--- config.mk ---
export PLATFORM = sky130hd
export DESIGN_NAME = mdio_master
export DESIGN_NICKNAME = d
export VERILOG_FILES = /design/src/rtl/mdio_pkg.sv /design/src/rtl/mdio_clk_gen.sv /design/src/rtl/mdio_master.sv
export SDC_FILE = /design/constraint.sdc
export NUM_CORES = 1
export LEC_CHECK = 0
export ABC_AREA = 1
export CORE_ASPECT_RATIO = 1.75
export CORE_MARGIN = 4
export CORE_UTILIZATION = 61
export DETAILED_ROUTE_END_ITERATION = 6
export PLACE_DENSITY_LB_ADDON = 0.2
export SETUP_SLACK_MARGIN = 0.3
export SYNTH_ARGS = -nofsm -noshare
export SYNTH_HDL_FRONTEND = slang
export SYNTH_SLANG_ARGS = --single-unit
--- constraint.sdc ---
create_clock -name clock -period 5.7 [get_ports clock]
set_input_delay 1.14 -clock clock [delete_from_list [all_inputs] [get_ports clock]]
set_output_delay 1.14 -clock clock [all_outputs]
set_load 0.02 [all_outputs]
--- src/rtl/mdio_pkg.sv ---
`default_nettype none
// ============================================================================
// Module   : mdio_pkg
// Brief    : Shared state encoding and Clause-22 frame constants for mdio_master
// Revision : 1.0
// ============================================================================
package mdio_pkg;

    typedef enum logic [2:0] {
        S_IDLE     = 3'd0,
        S_PREAMBLE = 3'd1,
        S_HEADER   = 3'd2,
        S_TA       = 3'd3,
        S_DATA     = 3'd4,
        S_TRAIL    = 3'd5
    } mdio_state_t;

    localparam logic [1:0] OP_WRITE    = 2'b01;
    localparam logic [1:0] OP_READ     = 2'b10;
    localparam logic [1:0] ST_BITS     = 2'b01;
    localparam logic [1:0] TA_WRITE    = 2'b10;
    localparam int         HEADER_BITS = 14;
    localparam int         DATA_BITS   = 16;

endpackage
`default_nettype wire

--- src/rtl/mdio_clk_gen.sv ---
`default_nettype none
// ============================================================================
// Module   : mdio_clk_gen
// Brief    : MDC divider; strobes flag the cycle on which MDC will rise or fall
// Revision : 1.0
// ============================================================================
module mdio_clk_gen #(
    parameter int CLK_DIV = 25
) (
    input  logic clock,
    input  logic reset,
    input  logic i_restart,
    input  logic i_run,
    output logic o_mdc,
    output logic o_rise_stb,
    output logic o_fall_stb
);

    localparam logic [9:0] c_DIV_LAST = 10'(CLK_DIV - 1);

    logic [9:0] r_cnt;
    logic       r_mdc;
    logic       w_wrap;

    assign w_wrap = i_run && !i_restart && (r_cnt == c_DIV_LAST);

    always_ff @(posedge clock or posedge reset) begin
        if (reset) begin
            r_cnt <= 10'd0;
            r_mdc <= 1'b0;
        end else if (i_restart || !i_run) begin
            r_cnt <= 10'd0;
            r_mdc <= 1'b0;
        end else if (w_wrap) begin
            r_cnt <= 10'd0;
            r_mdc <= ~r_mdc;
        end else begin
            r_cnt <= r_cnt + 10'd1;
        end
    end

    assign o_mdc      = r_mdc;
    assign o_rise_stb = w_wrap && !r_mdc;
    assign o_fall_stb = w_wrap &&  r_mdc;

endmodule
`default_nettype wire

--- src/rtl/mdio_master.sv ---
`default_nettype none
// ============================================================================
// Module   : mdio_master
// Brief    : Clause-22 MDIO master; one request at a time, 64-bit frame + trail.
//            Optional MDIO_PREAMBLE_SUPPRESS_EN drops the preamble after the
//            first frame following reset.
// Revision : 1.0
// ============================================================================
module mdio_master
    import mdio_pkg::*;
#(
    parameter int CLK_DIV      = 25,
    parameter int PREAMBLE_LEN = 32
) (
    input  logic        clock,
    input  logic        reset,
    input  logic        req_valid,
    output logic        req_ready,
    input  logic        req_write,
    input  logic [4:0]  req_phy_addr,
    input  logic [4:0]  req_reg_addr,
    input  logic [15:0] req_wdata,
    output logic        rsp_valid,
    output logic [15:0] rsp_rdata,
    output logic        rsp_error,
    output logic        mdc,
    output logic        mdio_o,
    output logic        mdio_oe,
    input  logic        mdio_i
);

    localparam logic [9:0] c_PRE_LAST  = 10'(PREAMBLE_LEN - 1);
    localparam logic [9:0] c_HDR_LAST  = 10'(HEADER_BITS - 1);
    localparam logic [9:0] c_TA_LAST   = 10'd1;
    localparam logic [9:0] c_DATA_LAST = 10'(DATA_BITS - 1);

    mdio_state_t r_state;
    logic [9:0]  r_bit_cnt;
    logic [31:0] r_tx;
    logic        r_write;
    logic [15:0] r_rx;
    logic        r_ta_err;
    logic        r_sync1, r_sync2;
    logic        r_mdio_o, r_mdio_oe;
    logic        r_req_ready, r_rsp_valid, r_rsp_error;
    logic [15:0] r_rsp_rdata;
    logic        w_accept, w_rise, w_fall, w_skip_pre, w_run;

    assign w_accept = req_valid && r_req_ready;
    assign w_run    = (r_state != S_IDLE);

`ifdef MDIO_PREAMBLE_SUPPRESS_EN
    logic r_first;

    always_ff @(posedge clock or posedge reset) begin
        if (reset)         r_first <= 1'b1;
        else if (w_accept) r_first <= 1'b0;
    end

    assign w_skip_pre = (PREAMBLE_LEN == 0) || !r_first;
`else
    assign w_skip_pre = (PREAMBLE_LEN == 0);
`endif

    mdio_clk_gen #(.CLK_DIV(CLK_DIV)) u_clk_gen (
        .clock      (clock),
        .reset      (reset),
        .i_restart  (w_accept),
        .i_run      (w_run),
        .o_mdc      (mdc),
        .o_rise_stb (w_rise),
        .o_fall_stb (w_fall)
    );

    always_ff @(posedge clock or posedge reset) begin
        if (reset) begin
            r_sync1 <= 1'b1;
            r_sync2 <= 1'b1;
        end else begin
            r_sync1 <= mdio_i;
            r_sync2 <= r_sync1;
        end
    end

    // r_tx[31] is the bit on the wire; r_tx[30] is the one driven at the next MDC fall.
    always_ff @(posedge clock or posedge reset) begin
        if (reset) begin
            r_state     <= S_IDLE;
            r_bit_cnt   <= 10'd0;
            r_tx        <= 32'd0;
            r_write     <= 1'b0;
            r_rx        <= 16'd0;
            r_ta_err    <= 1'b0;
            r_mdio_o    <= 1'b1;
            r_mdio_oe   <= 1'b0;
            r_req_ready <= 1'b1;
            r_rsp_valid <= 1'b0;
            r_rsp_rdata <= 16'd0;
            r_rsp_error <= 1'b0;
        end else begin
            r_rsp_valid <= 1'b0;
            case (r_state)
                S_IDLE: begin
                    if (w_accept) begin
                        r_write     <= req_write;
                        r_tx        <= {ST_BITS, (req_write ? OP_WRITE : OP_READ),
                                        req_phy_addr, req_reg_addr, TA_WRITE,
                                        (req_write ? req_wdata : 16'd0)};
                        r_req_ready <= 1'b0;
                        r_bit_cnt   <= 10'd0;
                        r_ta_err    <= 1'b0;
                        r_mdio_oe   <= 1'b1;
                        if (w_skip_pre) begin
                            r_state  <= S_HEADER;
                            r_mdio_o <= ST_BITS[1];
                        end else begin
                            r_state  <= S_PREAMBLE;
                            r_mdio_o <= 1'b1;
                        end
                    end
                end
                S_PREAMBLE: begin
                    if (w_fall) begin
                        if (r_bit_cnt == c_PRE_LAST) begin
                            r_state   <= S_HEADER;
                            r_bit_cnt <= 10'd0;
                            r_mdio_o  <= r_tx[31];
                        end else begin
                            r_bit_cnt <= r_bit_cnt + 10'd1;
                        end
                    end
                end
                S_HEADER: begin
                    if (w_fall) begin
                        r_tx <= r_tx << 1;
                        if (r_bit_cnt == c_HDR_LAST) begin
                            r_state   <= S_TA;
                            r_bit_cnt <= 10'd0;
                            r_mdio_o  <= r_write ? r_tx[30] : 1'b1;
                            r_mdio_oe <= r_write;
                        end else begin
                            r_bit_cnt <= r_bit_cnt + 10'd1;
                            r_mdio_o  <= r_tx[30];
                        end
                    end
                end
                S_TA: begin
                    if (w_rise && (r_bit_cnt == c_TA_LAST)) begin
                        r_ta_err <= r_sync2;
                    end
                    if (w_fall) begin
                        r_tx     <= r_tx << 1;
                        r_mdio_o <= r_write ? r_tx[30] : 1'b1;
                        if (r_bit_cnt == c_TA_LAST) begin
                            r_state   <= S_DATA;
                            r_bit_cnt <= 10'd0;
                        end else begin
                            r_bit_cnt <= r_bit_cnt + 10'd1;
                        end
                    end
                end
                S_DATA: begin
                    if (w_rise) begin
                        r_rx <= {r_rx[14:0], r_sync2};
                    end
                    if (w_fall) begin
                        r_tx <= r_tx << 1;
                        if (r_bit_cnt == c_DATA_LAST) begin
                            r_state   <= S_TRAIL;
                            r_bit_cnt <= 10'd0;
                            r_mdio_o  <= 1'b1;
                            r_mdio_oe <= 1'b0;
                        end else begin
                            r_bit_cnt <= r_bit_cnt + 10'd1;
                            r_mdio_o  <= r_write ? r_tx[30] : 1'b1;
                        end
                    end
                end
                S_TRAIL: begin
                    if (w_fall) begin
                        r_state     <= S_IDLE;
                        r_req_ready <= 1'b1;
                        r_rsp_valid <= 1'b1;
                        r_rsp_rdata <= r_write ? 16'd0 : r_rx;
                        r_rsp_error <= !r_write && r_ta_err;
                    end
                end
                default: r_state <= S_IDLE;
            endcase
        end
    end

    assign req_ready = r_req_ready;
    assign rsp_valid = r_rsp_valid;
    assign rsp_rdata = r_rsp_rdata;
    assign rsp_error = r_rsp_error;
    assign mdio_o    = r_mdio_o;
    assign mdio_oe   = r_mdio_oe;

endmodule
`default_nettype wire
==> metrics, run 1 <==
result of the run finished clean; postcts setup bufs 0; number of instances in the placed design 751; Critical Path End Type flop; worst reg-to-reg setup slack roughly 3.5 ns; worst-case reg-to-reg path depth 7; final instance area roughly 5800 sq um; initial core utilization between 60% and 70%; worst flop-to-flop path endpoint r_tx[10]; CTS hold repair buffers 0; number of antenna-violating nets in the routed design 0; Max Buffers Root-to-Sink 2; most common cell after layout, fill and taps aside sky130_fd_sc_hd__nand2_1; number of distinct standard cells referenced by the synthesized netlist 39; placer's final routability congestion estimate just under 0.9; startpoint of the worst hold path r_sync1; final setup TNS 0 ns; Die Outline Area just under 10000 sq um; worst rel slew slack 49.9%; Row Count 43; area taken by multi-input logic gates between 2000 and 2500 sq um; clock-pin slew on the worst setup and hold paths roughly 0.060 ns; cell count after synthesis 626; number of synthesized flops with an enable pin 0; TritonCTS buffer count 9; number of hold violations in the final report 0; total vias in the final route about 4000; TritonRoute pass-1 iters 5; largest net degree at the start of global routing 55; prevailing post-synth register cell sky130_fd_sc_hd__dfrtp_1; remaining global-route overflow 0; number of synthesized register bits a little under 100; post-detailed-placement half-perimeter wirelength slightly above 7000 um; port bufs between 50 and 60; vias in the first global route between 4000 and 5000; cell area after technology mapping 4990 sq um; post-detailed-placement cell area around 5500 sq um; min Tclk post-route between 2 and 3 ns; fin cells between 700 and 800; top cell type's share of synthesized area a little under half; setup repair after global routing missed its margin false; commonest cells after routing, fill and taps aside sky130_fd_sc_hd__nand2_1, sky130_fd_sc_hd__dfrtp_1, sky130_fd_sc_hd__inv_1, sky130_fd_sc_hd__clkdlybuf4s50_1, sky130_fd_sc_hd__nor2_1; placeable core region around 8000 sq um; insertion delay of the later-clocked pin in the worst-skew pair approximately 0.35 ns; critical path class in -> reg; wire length of the first global-routing pass between 15000 and 20000 um; Lkg Pwr roughly 2.9 nW; ratio of routed vias to standard cells approximately 5.3; number of DRC markers after the initial detailed-route iteration 219; die span in y between 100 and 150 um; # resized after CTS 0; final standard cell utilization of the core 72.3%; final antenna diode count 0; Tot GR Track Use around 22%; root buffer selected by CTS sky130_fd_sc_hd__clkbuf_16; startpoint types input port; portion of the clock cycle consumed by the worst path in the final layout a little under half; area growth from synthesis to layout 15.4%; share of flip-flops with an asynchronous set or reset after synthesis 100%; worst slew pin tran between 0.7 and 0.8 ns; power density over the cells approximately 220 nW/um^2; worst min-delay path class reg -> reg; setup skew after layout ~0.010 ns; peak supply drop 0.000176 V; leading cell types by total area after synthesis sky130_fd_sc_hd__dfrtp_1, sky130_fd_sc_hd__nand2_1, sky130_fd_sc_hd__inv_1; mean post-synth cell area around 8 sq um; DRC violations left 0; Yosys warnings 0; Detailed Route WL around 10000 um; Die Width between 70 and 80 um; worst-path maximum fanout 41; Worst Hold Path EP r_sync2; final setup violating endpoints 0; IO Count 53; upper clock frequency limit ~370 MHz; nets@finish approximately 710; clock sink count between 90 and 100; sum of internal, switching and leakage power approximately 0.0013 W; number of filler instances in the final layout around 630; number of antenna violations at the first check in global routing 0; combined flip-flop and latch cell area approximately 2400 sq um; r2r startpoint r_state[2]; hold-critical path depth 0; Crit path arrival time between 2 and 3 ns; maximum level of the CTS H-tree 3; number of max-slew violations in the final report 0; TritonCTS clock tree done; part of the Yosys area used for sequential elements 48.8%; wire length per cell 13.1 um; required time reported for the critical path endpoint 5.92 ns; Post-Syn Nets 661; largest area contributor in the synthesized netlist sky130_fd_sc_hd__dfrtp_1; count of max-cap constraint violations 0; layout cells sized above 1 approximately a tenth
## metal layers
layer,vias up,part of all wire [%],track usage (%)
met1,1930,40,24.9
met2,82,54,39.9
met5,-,0,0
met3,23,3.2,4.58
met4,0,2.4,10.0
li1,2055,-,-
## logic make-up (layout without fill, tap and decap cells)
logic type / count (synthesis) / count (layout) / synth area share, %
fa+ha+maj: 4 / 4 / 1.00
buf+inv: 86 / 137 / 8.08
simple gates: 359 / 359 / 31.9
compound gates: 73 / 73 / 8.98
flops: 97 / 97 / 48.8
xor+xnor: 7 / 7 / 1.23
## worst max-delay path by stage
| stage | startpoint | endpoint | slack (ns) |
|---|---|---|---|
| after CTS | req_valid | r_tx[10] | 2.99 |
| after floorplan | reset | mdio_oe | 2.03 |
| after global routing | req_valid | r_tx[2] | 2.80 |
| final | req_valid | r_tx[10] | 3.00 |
| after global placement | req_valid | r_tx[5] | 2.68 |
| after detailed placement | req_valid | r_tx[10] | 2.64 |
## cells in the mapped netlist (2+ instances only)
master,number
sky130_fd_sc_hd__nand2_1,235
sky130_fd_sc_hd__dfrtp_1,93
sky130_fd_sc_hd__inv_1,58
sky130_fd_sc_hd__nor2_1,48
sky130_fd_sc_hd__nand3_1,40
sky130_fd_sc_hd__o21ai_0,24
sky130_fd_sc_hd__o21ai_2,17
sky130_fd_sc_hd__a21oi_1,13
sky130_fd_sc_hd__o21ai_1,12
sky130_fd_sc_hd__nor3_1,9
sky130_fd_sc_hd__buf_6,8
sky130_fd_sc_hd__buf_2,7
sky130_fd_sc_hd__inv_2,6
sky130_fd_sc_hd__nand2_2,6
sky130_fd_sc_hd__nand4_1,5
sky130_fd_sc_hd__xor2_1,5
sky130_fd_sc_hd__dfstp_2,4
sky130_fd_sc_hd__ha_1,4
sky130_fd_sc_hd__nor2_8,4
sky130_fd_sc_hd__o211ai_1,3
sky130_fd_sc_hd__clkbuf_1,2
sky130_fd_sc_hd__clkinv_1,2
sky130_fd_sc_hd__nand3_4,2
sky130_fd_sc_hd__nor2_4,2
sky130_fd_sc_hd__o21bai_1,2
sky130_fd_sc_hd__xnor2_1,2
## critical path, cell delays in order
cell,delay (ns)
sky130_fd_sc_hd__clkdlybuf4s50_1,0.45
sky130_fd_sc_hd__nand2_1,0.07
sky130_fd_sc_hd__inv_1,0.16
sky130_fd_sc_hd__nor2_8,0.07
sky130_fd_sc_hd__nand3_4,0.14
sky130_fd_sc_hd__nand2_2,0.08
sky130_fd_sc_hd__nand3_4,0.22
sky130_fd_sc_hd__clkinv_4,0.32
sky130_fd_sc_hd__nand2_1,0.18
sky130_fd_sc_hd__o21ai_2,0.06
## through the flow
stage / hold slack [ns] / worst slack, ns
final: 0.356 / 3.00
after global routing: 0.358 / 2.80
after CTS: 0.356 / 2.99
after detailed placement: 0.347 / 2.64
after global placement: 0.347 / 2.68
after floorplan: 0.345 / 2.03
## flip-flops by register name (all words and copies together) (netlist names), 3 cells and up
signal	flops
r_state	3
u_clk_gen.r_cnt	10
r_tx	32
r_rx	16
r_bit_cnt	10
rsp_rdata	16
## layout make-up
| cell class | count | area share [%] |
|---|---|---|
| clock buffers | 12 | 4.11 |
| multi-input cells | 443 | 37.4 |
| clock inverters | 4 | 0.522 |
| inverters | 68 | 4.59 |
| repair buffers | 53 | 9.18 |
| well taps | 90 | 1.96 |
| flip-flops and latches | 97 | 42.3 |
## where the power goes
| part | internal, W | total [W] | leakage, nW | switching, W |
|---|---|---|---|---|
| combinational | 0.0000224 | 0.0000451 | 1.56 | 0.0000227 |
| clock | 0.000298 | 0.000550 | 0.127 | 0.000252 |
| sequential | 0.000690 | 0.000690 | 1.22 | 0.000000309 |
| total | 0.00101 | 0.00128 | 2.90 | 0.000275 |
Power figures use the tool's default switching activity.
==> inputs of run 2 (changes only) <==
CORE_UTILIZATION = 51   (was 61)
clock period = 2.4 ns   (was 5.7 ns; I/O delays follow)
==> run 2 against run 1 <==
Net effect:
- sequential share of layout area fell by 1.4 points
- critical endpoint is now req_ready
- die area is 18% higher
- sequential power up 140%
- critical path depth is 9 lower
- wire length grew 3.2%
- non-clock buffer count is 6 higher
- flip-flop and latch count is the same
- largest cell class unchanged
==> metrics, run 2 (synthesis gave the netlist of run 1 again) <==
number of filler instances in the final layout 866 (+38%); number of instances in the placed design 789 (+5.1%); startpoint types flop; worst min-delay path class reg -> reg; combinational cell fraction of total power 3.5% (about the same); largest net degree at the start of global routing 42 (-24%); critical path class reg -> out; nets@finish 713 (+0.85%); die span in y 139 um (+8.8%); commonest cells after routing, fill and taps aside sky130_fd_sc_hd__nand2_1, sky130_fd_sc_hd__dfrtp_1, sky130_fd_sc_hd__inv_1, sky130_fd_sc_hd__clkdlybuf4s50_1, sky130_fd_sc_hd__nor2_1; insertion delay of the later-clocked pin in the worst-skew pair 0.34 ns (about the same); Bufs and invs on worst path 1 (-2); most common cell after layout, fill and taps aside sky130_fd_sc_hd__nand2_1; final setup violating endpoints 0 (unchanged); TritonCTS clock tree done; remaining global-route overflow 0 (unchanged); layout cells sized above 1 10.7% (+1.2 points); postcts setup bufs 0 (unchanged); setup skew after layout 0.00736 ns (-0.00277 ns); Die Outline Area 11500 sq um (+18%); CP peak stage delay 0.60 ns (+0.15 ns); Crit path arrival time 1.47 ns (-1.46 ns); total vias in the final route 4082 (-0.20%); initial core utilization 52.3% (-10 points); final antenna diode count 0 (unchanged); result of the run finished clean; min Tclk post-route about 2.0 ns; sum of internal, switching and leakage power 0.00334 W (+160%); final setup TNS 0 ns (unchanged); CP max stage cell sky130_fd_sc_hd__clkdlybuf4s50_1; number of antenna violations at the first check in global routing 0 (unchanged); TritonCTS buffer count 9 (unchanged); number of flip-flops under the largest register name 32 (unchanged); upper clock frequency limit roughly 510 MHz; Row Count 47 (+9.3%); number of hold violations in the final report 0 (unchanged); number of antenna-violating nets in the routed design 0 (unchanged); placeable core region 9530 sq um (+20%); ordered list of cells on the worst path clkdlybuf4s50_1; register with the most flip-flops r_tx; placer's final routability congestion estimate 0.839 (-5.0%); P_sw 0.000670 W (+140%); vias in the first global route 4085 (+0.69%); worst-path maximum fanout 3 (-93%); part of the power in registers 49.0% (-4.7 points); ratio of routed vias to standard cells 5.07 (-4.9%); clock-pin slew on the worst setup and hold paths 0.07 ns (about the same); maximum level of the CTS H-tree 3 (unchanged); wire length of the first global-routing pass 17800 um (+2.1%); required time reported for the critical path endpoint 1.92 ns (-4.00 ns); post-detailed-placement half-perimeter wirelength 7460 um (+5.0%); portion of the clock cycle consumed by the worst path in the final layout 81.3%; Detailed Route WL 10300 um (+3.2%); Tot GR Track Use 19.5% (-2.5 points); TritonRoute pass-1 iters 4 (-1); number of DRC markers after the initial detailed-route iteration 215 (-1.8%); port bufs 52 (unchanged); IO Count 53 (unchanged); setup repair after global routing missed its margin false; worst slew pin tran 0.546 ns (-0.206 ns); Lkg Pwr 2.98 nW (+2.6%); wire length per cell 12.8 um (-1.7%); share of total power consumed by net switching 20.0% (-1.4 points); power density over the cells 563 nW/um^2 (+150%); area growth from synthesis to layout 19.2%; Die Width 82.7 um (+8.4%); DRC violations left 0 (unchanged); internal cell power 0.00267 W (+160%); number of max-slew violations in the final report 0 (unchanged); kind of cell adding the most delay to the critical path buffers and inverters; Max Buffers Root-to-Sink 2 (unchanged); root buffer selected by CTS sky130_fd_sc_hd__clkbuf_16; count of max-cap constraint violations 0 (unchanged); clock sink count 97 (unchanged); Critical Path End Type output port; worst rel slew slack 63.4% (+14 points); peak supply drop 0.000376 V (+110%); fin cells 805 (+5.0%); clock power share 47.5% (+4.7 points)
==> run 2: cell types whose count changed in the layout (fill, tap and decap cells not counted), sizes merged <==
cell,delta
buf,+6
bufinv,+2
clkinv,-1
clkbuf,-1
==> run 2: power by group through the flow <==
stage	logic [W]	clock network, W	registers (W)
2_1_floorplan	0.0000464	0	0.00167
3_3_place_gp	0.000118	0	0.00167
3_5_place_dp	0.000120	0	0.00167
4_1_cts	0.000121	0.00163	0.00164
5_1_grt	0.000132	0.00169	0.00164
6_report	0.000117	0.00159	0.00164
==> run 2: what timing repair did <==
item                                    in CTS  in global routing
resized for setup                            0                  1
hold buffers                                 0                  0
endpoints found under the setup margin       0                 27
hold endpoints to repair                     0                  0
==> run 2: worst paths after layout <==
path	start	endpoint	slack [ns]	cells past startpoint
worst min-delay path	r_sync1	r_sync2	0.36	0
worst min register to register	r_sync1	r_sync2	0.36	0
min in group asynchronous	reset	r_state[0]	0.41	2
worst max-delay path	req_ready	req_ready	0.45	1
max in group asynchronous	reset	r_sync1	1.47	3
worst max register to register	r_state[2]	r_state[0]	0.45	10
==> run 2: cell type report <==
cell class / instances / area, sq um / share of cell area, %
repair buffers: 59 / 598 / 10.1
clock inverters: 5 / 86.3 / 1.45
well taps: 122 / 153 / 2.57
flip-flops and latches: 97 / 2430 / 40.9
inverters: 68 / 267 / 4.48
multi-input cells: 443 / 2160 / 36.3
clock buffers: 11 / 253 / 4.25
==> run 2: per-stage QoR <==
stage               area [sq um]  setup WS [ns]  hold slack (ns)  util (%)
floorplan                   4990          0.776            0.345         -
global placement            5600          0.244            0.348      58.8
detailed placement          5600          0.208            0.350      58.8
CTS                         5940          0.380            0.360      62.3
global route                5940          0.304            0.361      62.4
finish                      5940          0.449            0.358      62.4
==> run 2: worst reg2reg max path: stages, from the launching register on <==
cell and delay (ns):
sky130_fd_sc_hd__dfrtp_1 0.62, sky130_fd_sc_hd__inv_1 0.14, sky130_fd_sc_hd__nand2_2 0.14, sky130_fd_sc_hd__nor2_1 0.06, sky130_fd_sc_hd__buf_4 0.16, sky130_fd_sc_hd__nand2_1 0.14, sky130_fd_sc_hd__nand2_1 0.11, sky130_fd_sc_hd__nor2_4 0.19
sky130_fd_sc_hd__nand2_1 0.13, sky130_fd_sc_hd__nand2_1 0.09, sky130_fd_sc_hd__nand2_1 0.05
==> run 2: routing by layer <==
| layer | track usage [%] | part of all wire (%) | wire length, um | up-vias |
|---|---|---|---|---|
| li1 | - | - | - | 2070 |
| met1 | 22.8 | 40 | 4170 | 1925 |
| met2 | 33.9 | 54 | 5630 | 70 |
| met3 | 3.19 | 3.0 | 310 | 17 |
| met4 | 8.70 | 2.1 | 220 | 0 |
| met5 | 0 | 0 | 0 | - |
==> inputs of run 3 (changes only) <==
clock period = 1.7 ns   (was 2.4 ns; I/O delays follow)
==> run 3 against run 2 <==
Net effect:
- non-clock buffer count is 76 higher
- critical path depth is 10 higher
- die area stayed put
- setup slack worse by 0.60 ns
- clock-buffer cell count is 1 lower
- clock skew hardly changed
- register-to-register slack worse by 0.60 ns
- largest cell class is now multi-input gates
- sequential share of layout area is 8.7 points lower
- largest power group unchanged
- the flow now finishes with violations (setup timing)
==> metrics, run 3 (synthesis gave the netlist of run 1 again) <==
Die Outline Area 11500 sq um (unchanged); most common cell after layout, fill and taps aside sky130_fd_sc_hd__nand2_1; final setup TNS -5.04 ns (-5.04 ns); power density over the cells 632 nW/um^2 (+12%); upper clock frequency limit about 540 MHz; largest net degree at the start of global routing 36 (-14%); worst-path maximum fanout 7 (+4); TritonCTS buffer count 9 (unchanged); Row Count 47 (unchanged); clock sink count 97 (unchanged); register with the most flip-flops r_tx; vias in the first global route 4597 (+13%); placer's final routability congestion estimate 0.842 (+0.41%); critical path class reg -> reg; required time reported for the critical path endpoint 1.98 ns (+0.06 ns); commonest cells after routing, fill and taps aside sky130_fd_sc_hd__nand2_1, sky130_fd_sc_hd__dfrtp_1, sky130_fd_sc_hd__buf_4, sky130_fd_sc_hd__nand2_2, sky130_fd_sc_hd__inv_1; TritonRoute pass-1 iters 5 (+1); CTS hold repair buffers 0 (unchanged); final standard cell utilization of the core 79.6% (+17 points); number of filler instances in the final layout 590 (-32%); peak supply drop 0.000836 V (+120%); number of DRC markers after the initial detailed-route iteration 313 (+46%); worst reg-to-reg setup slack -0.15 ns (-0.60 ns); Tot GR Track Use 24.1% (+4.6 points); Critical Path End Type flop; setup ws final -0.149 ns (-0.598 ns); worst-case reg-to-reg path depth 11 (+1); failing checks setup timing; Detailed Route WL 15500 um (+50%); Die Width 82.7 um (unchanged); number of hold violations in the final report 0 (unchanged); area growth from synthesis to layout 52.0%; initial core utilization 52.3% (unchanged); die span in y 139 um (unchanged); insertion delay of the later-clocked pin in the worst-skew pair 0.35 ns (about the same); setup repair after global routing missed its margin true; worst slew pin tran 0.447 ns (-0.0982 ns); Max Buffers Root-to-Sink 2 (unchanged); TritonCTS clock tree done; wire length of the first global-routing pass 21600 um (+21%); placeable core region 9530 sq um (unchanged); final setup violating endpoints 68 (+68); setup skew after layout 0.00764 ns (+0.000279 ns); Crit path arrival time 2.13 ns (+0.66 ns); post-detailed-placement half-perimeter wirelength 8450 um (+13%); root buffer selected by CTS sky130_fd_sc_hd__clkbuf_16; worst min-delay path class in -> async; final antenna diode count 0 (unchanged); worst rel slew slack 70.1% (+6.7 points); port bufs 52 (unchanged); number of antenna violations at the first check in global routing 0 (unchanged); DRC violations left 0 (unchanged); wire length per cell 17.6 um (+37%); total vias in the final route 4878 (+20%); portion of the clock cycle consumed by the worst path in the final layout 109%; startpoint types flop; min Tclk post-route approximately 1.8 ns; nets@finish 793 (+11%); Lkg Pwr 3.66 nW (+23%); IO Count 53 (unchanged); number of antenna-violating nets in the routed design 0 (unchanged); number of max-slew violations in the final report 0 (unchanged); remaining global-route overflow 0 (unchanged); ratio of routed vias to standard cells 5.51 (+8.7%); maximum level of the CTS H-tree 3 (unchanged); worst slack on hold paths 0.294 ns (-0.0639 ns); count of max-cap constraint violations 0 (unchanged); clock-pin slew on the worst setup and hold paths 0.07 ns (about the same); layout cells sized above 1 40.0% (+29 points); number of flip-flops under the largest register name 32 (unchanged); result of the run complete, but fails checks; sum of internal, switching and leakage power 0.00479 W (+43%)
run 3: changes by cell type in the layout (fill, tap and decap cells not counted), moves of 17 or more:
cell                              previous run  this run
sky130_fd_sc_hd__clkdlybuf4s50_1            52        30
sky130_fd_sc_hd__nand3_2                     0        19
sky130_fd_sc_hd__nor2_1                     48        29
sky130_fd_sc_hd__buf_4                       5        53
sky130_fd_sc_hd__nand3_1                    40        19
sky130_fd_sc_hd__nand2_4                     2        19
sky130_fd_sc_hd__nand2_1                   235       169
sky130_fd_sc_hd__nor2_4                      2        19
sky130_fd_sc_hd__nand2_2                     5        49
run 3: critical path, stage by stage, from the launching register on:
cell and delay (ns):
sky130_fd_sc_hd__dfrtp_1 0.39, sky130_fd_sc_hd__inv_2 0.08, sky130_fd_sc_hd__ha_4 0.13, sky130_fd_sc_hd__nand3b_1 0.12, sky130_fd_sc_hd__nor2_4 0.17, sky130_fd_sc_hd__nand3_4 0.14
sky130_fd_sc_hd__buf_6 0.16, sky130_fd_sc_hd__nor2_8 0.12, sky130_fd_sc_hd__buf_12 0.16, sky130_fd_sc_hd__clkbuf_16 0.15, sky130_fd_sc_hd__nand3_2 0.06, sky130_fd_sc_hd__nand2_1 0.09
run 3: area by class of cell:
cell class	instances	area [sq um]	share of cell area (%)
inverter	68	299	3.94
timing repair buffer	135	1460	19.3
clock inverter	6	95.1	1.25
multi-input combinational	445	2880	38.0
tap	122	153	2.01
clock buffer	10	239	3.15
timing repair inverter	2	17.5	0.231
sequential	97	2440	32.2
run 3: power breakdown:
group	switching [W]	leakage, nW	internal [W]
Combinational	0.0000948	2.29	0.0000910
Sequential	0.00000112	1.21	0.00231
Clock	0.000944	0.164	0.00135
run 3: metrics by stage:
stage | instance area (sq um) | cells | setup WS [ns]
floorplan | 5070 | 626 | 0.154
global placement | 6040 | 832 | -0.164
detailed placement | 6040 | 832 | -0.207
CTS | 6740 | 866 | 0.00383
global route | 7580 | 885 | -0.225
finish | 7580 | 885 | -0.149
run 3: path summary, 6_finish.rpt:
check / from / endpoint
setup / recovery: u_clk_gen.r_cnt[1] / rsp_rdata[10]
hold / removal: reset / u_clk_gen.o_mdc
setup reg to reg: u_clk_gen.r_cnt[1] / rsp_rdata[10]
hold reg to reg: r_sync1 / r_sync2
max in group asynchronous: reset / r_sync1
min in group clock: r_sync1 / r_sync2
run 3: routing by layer:
metal | vias up | GRT usage, % | wire, um
met5 | - | 0 | 0
met4 | 0 | 9.99 | 755
met3 | 72 | 4.94 | 729
met2 | 178 | 40.8 | 8540
met1 | 2392 | 29.0 | 5530
li1 | 2236 | - | -
run 3: timing repair:
item                       in CTS  in global routing
cloned                          4                 10
gates resized for setup        84                170
setup buffers                  14                  9
setup endpoints to repair     109                107
pin swaps                       4                 52
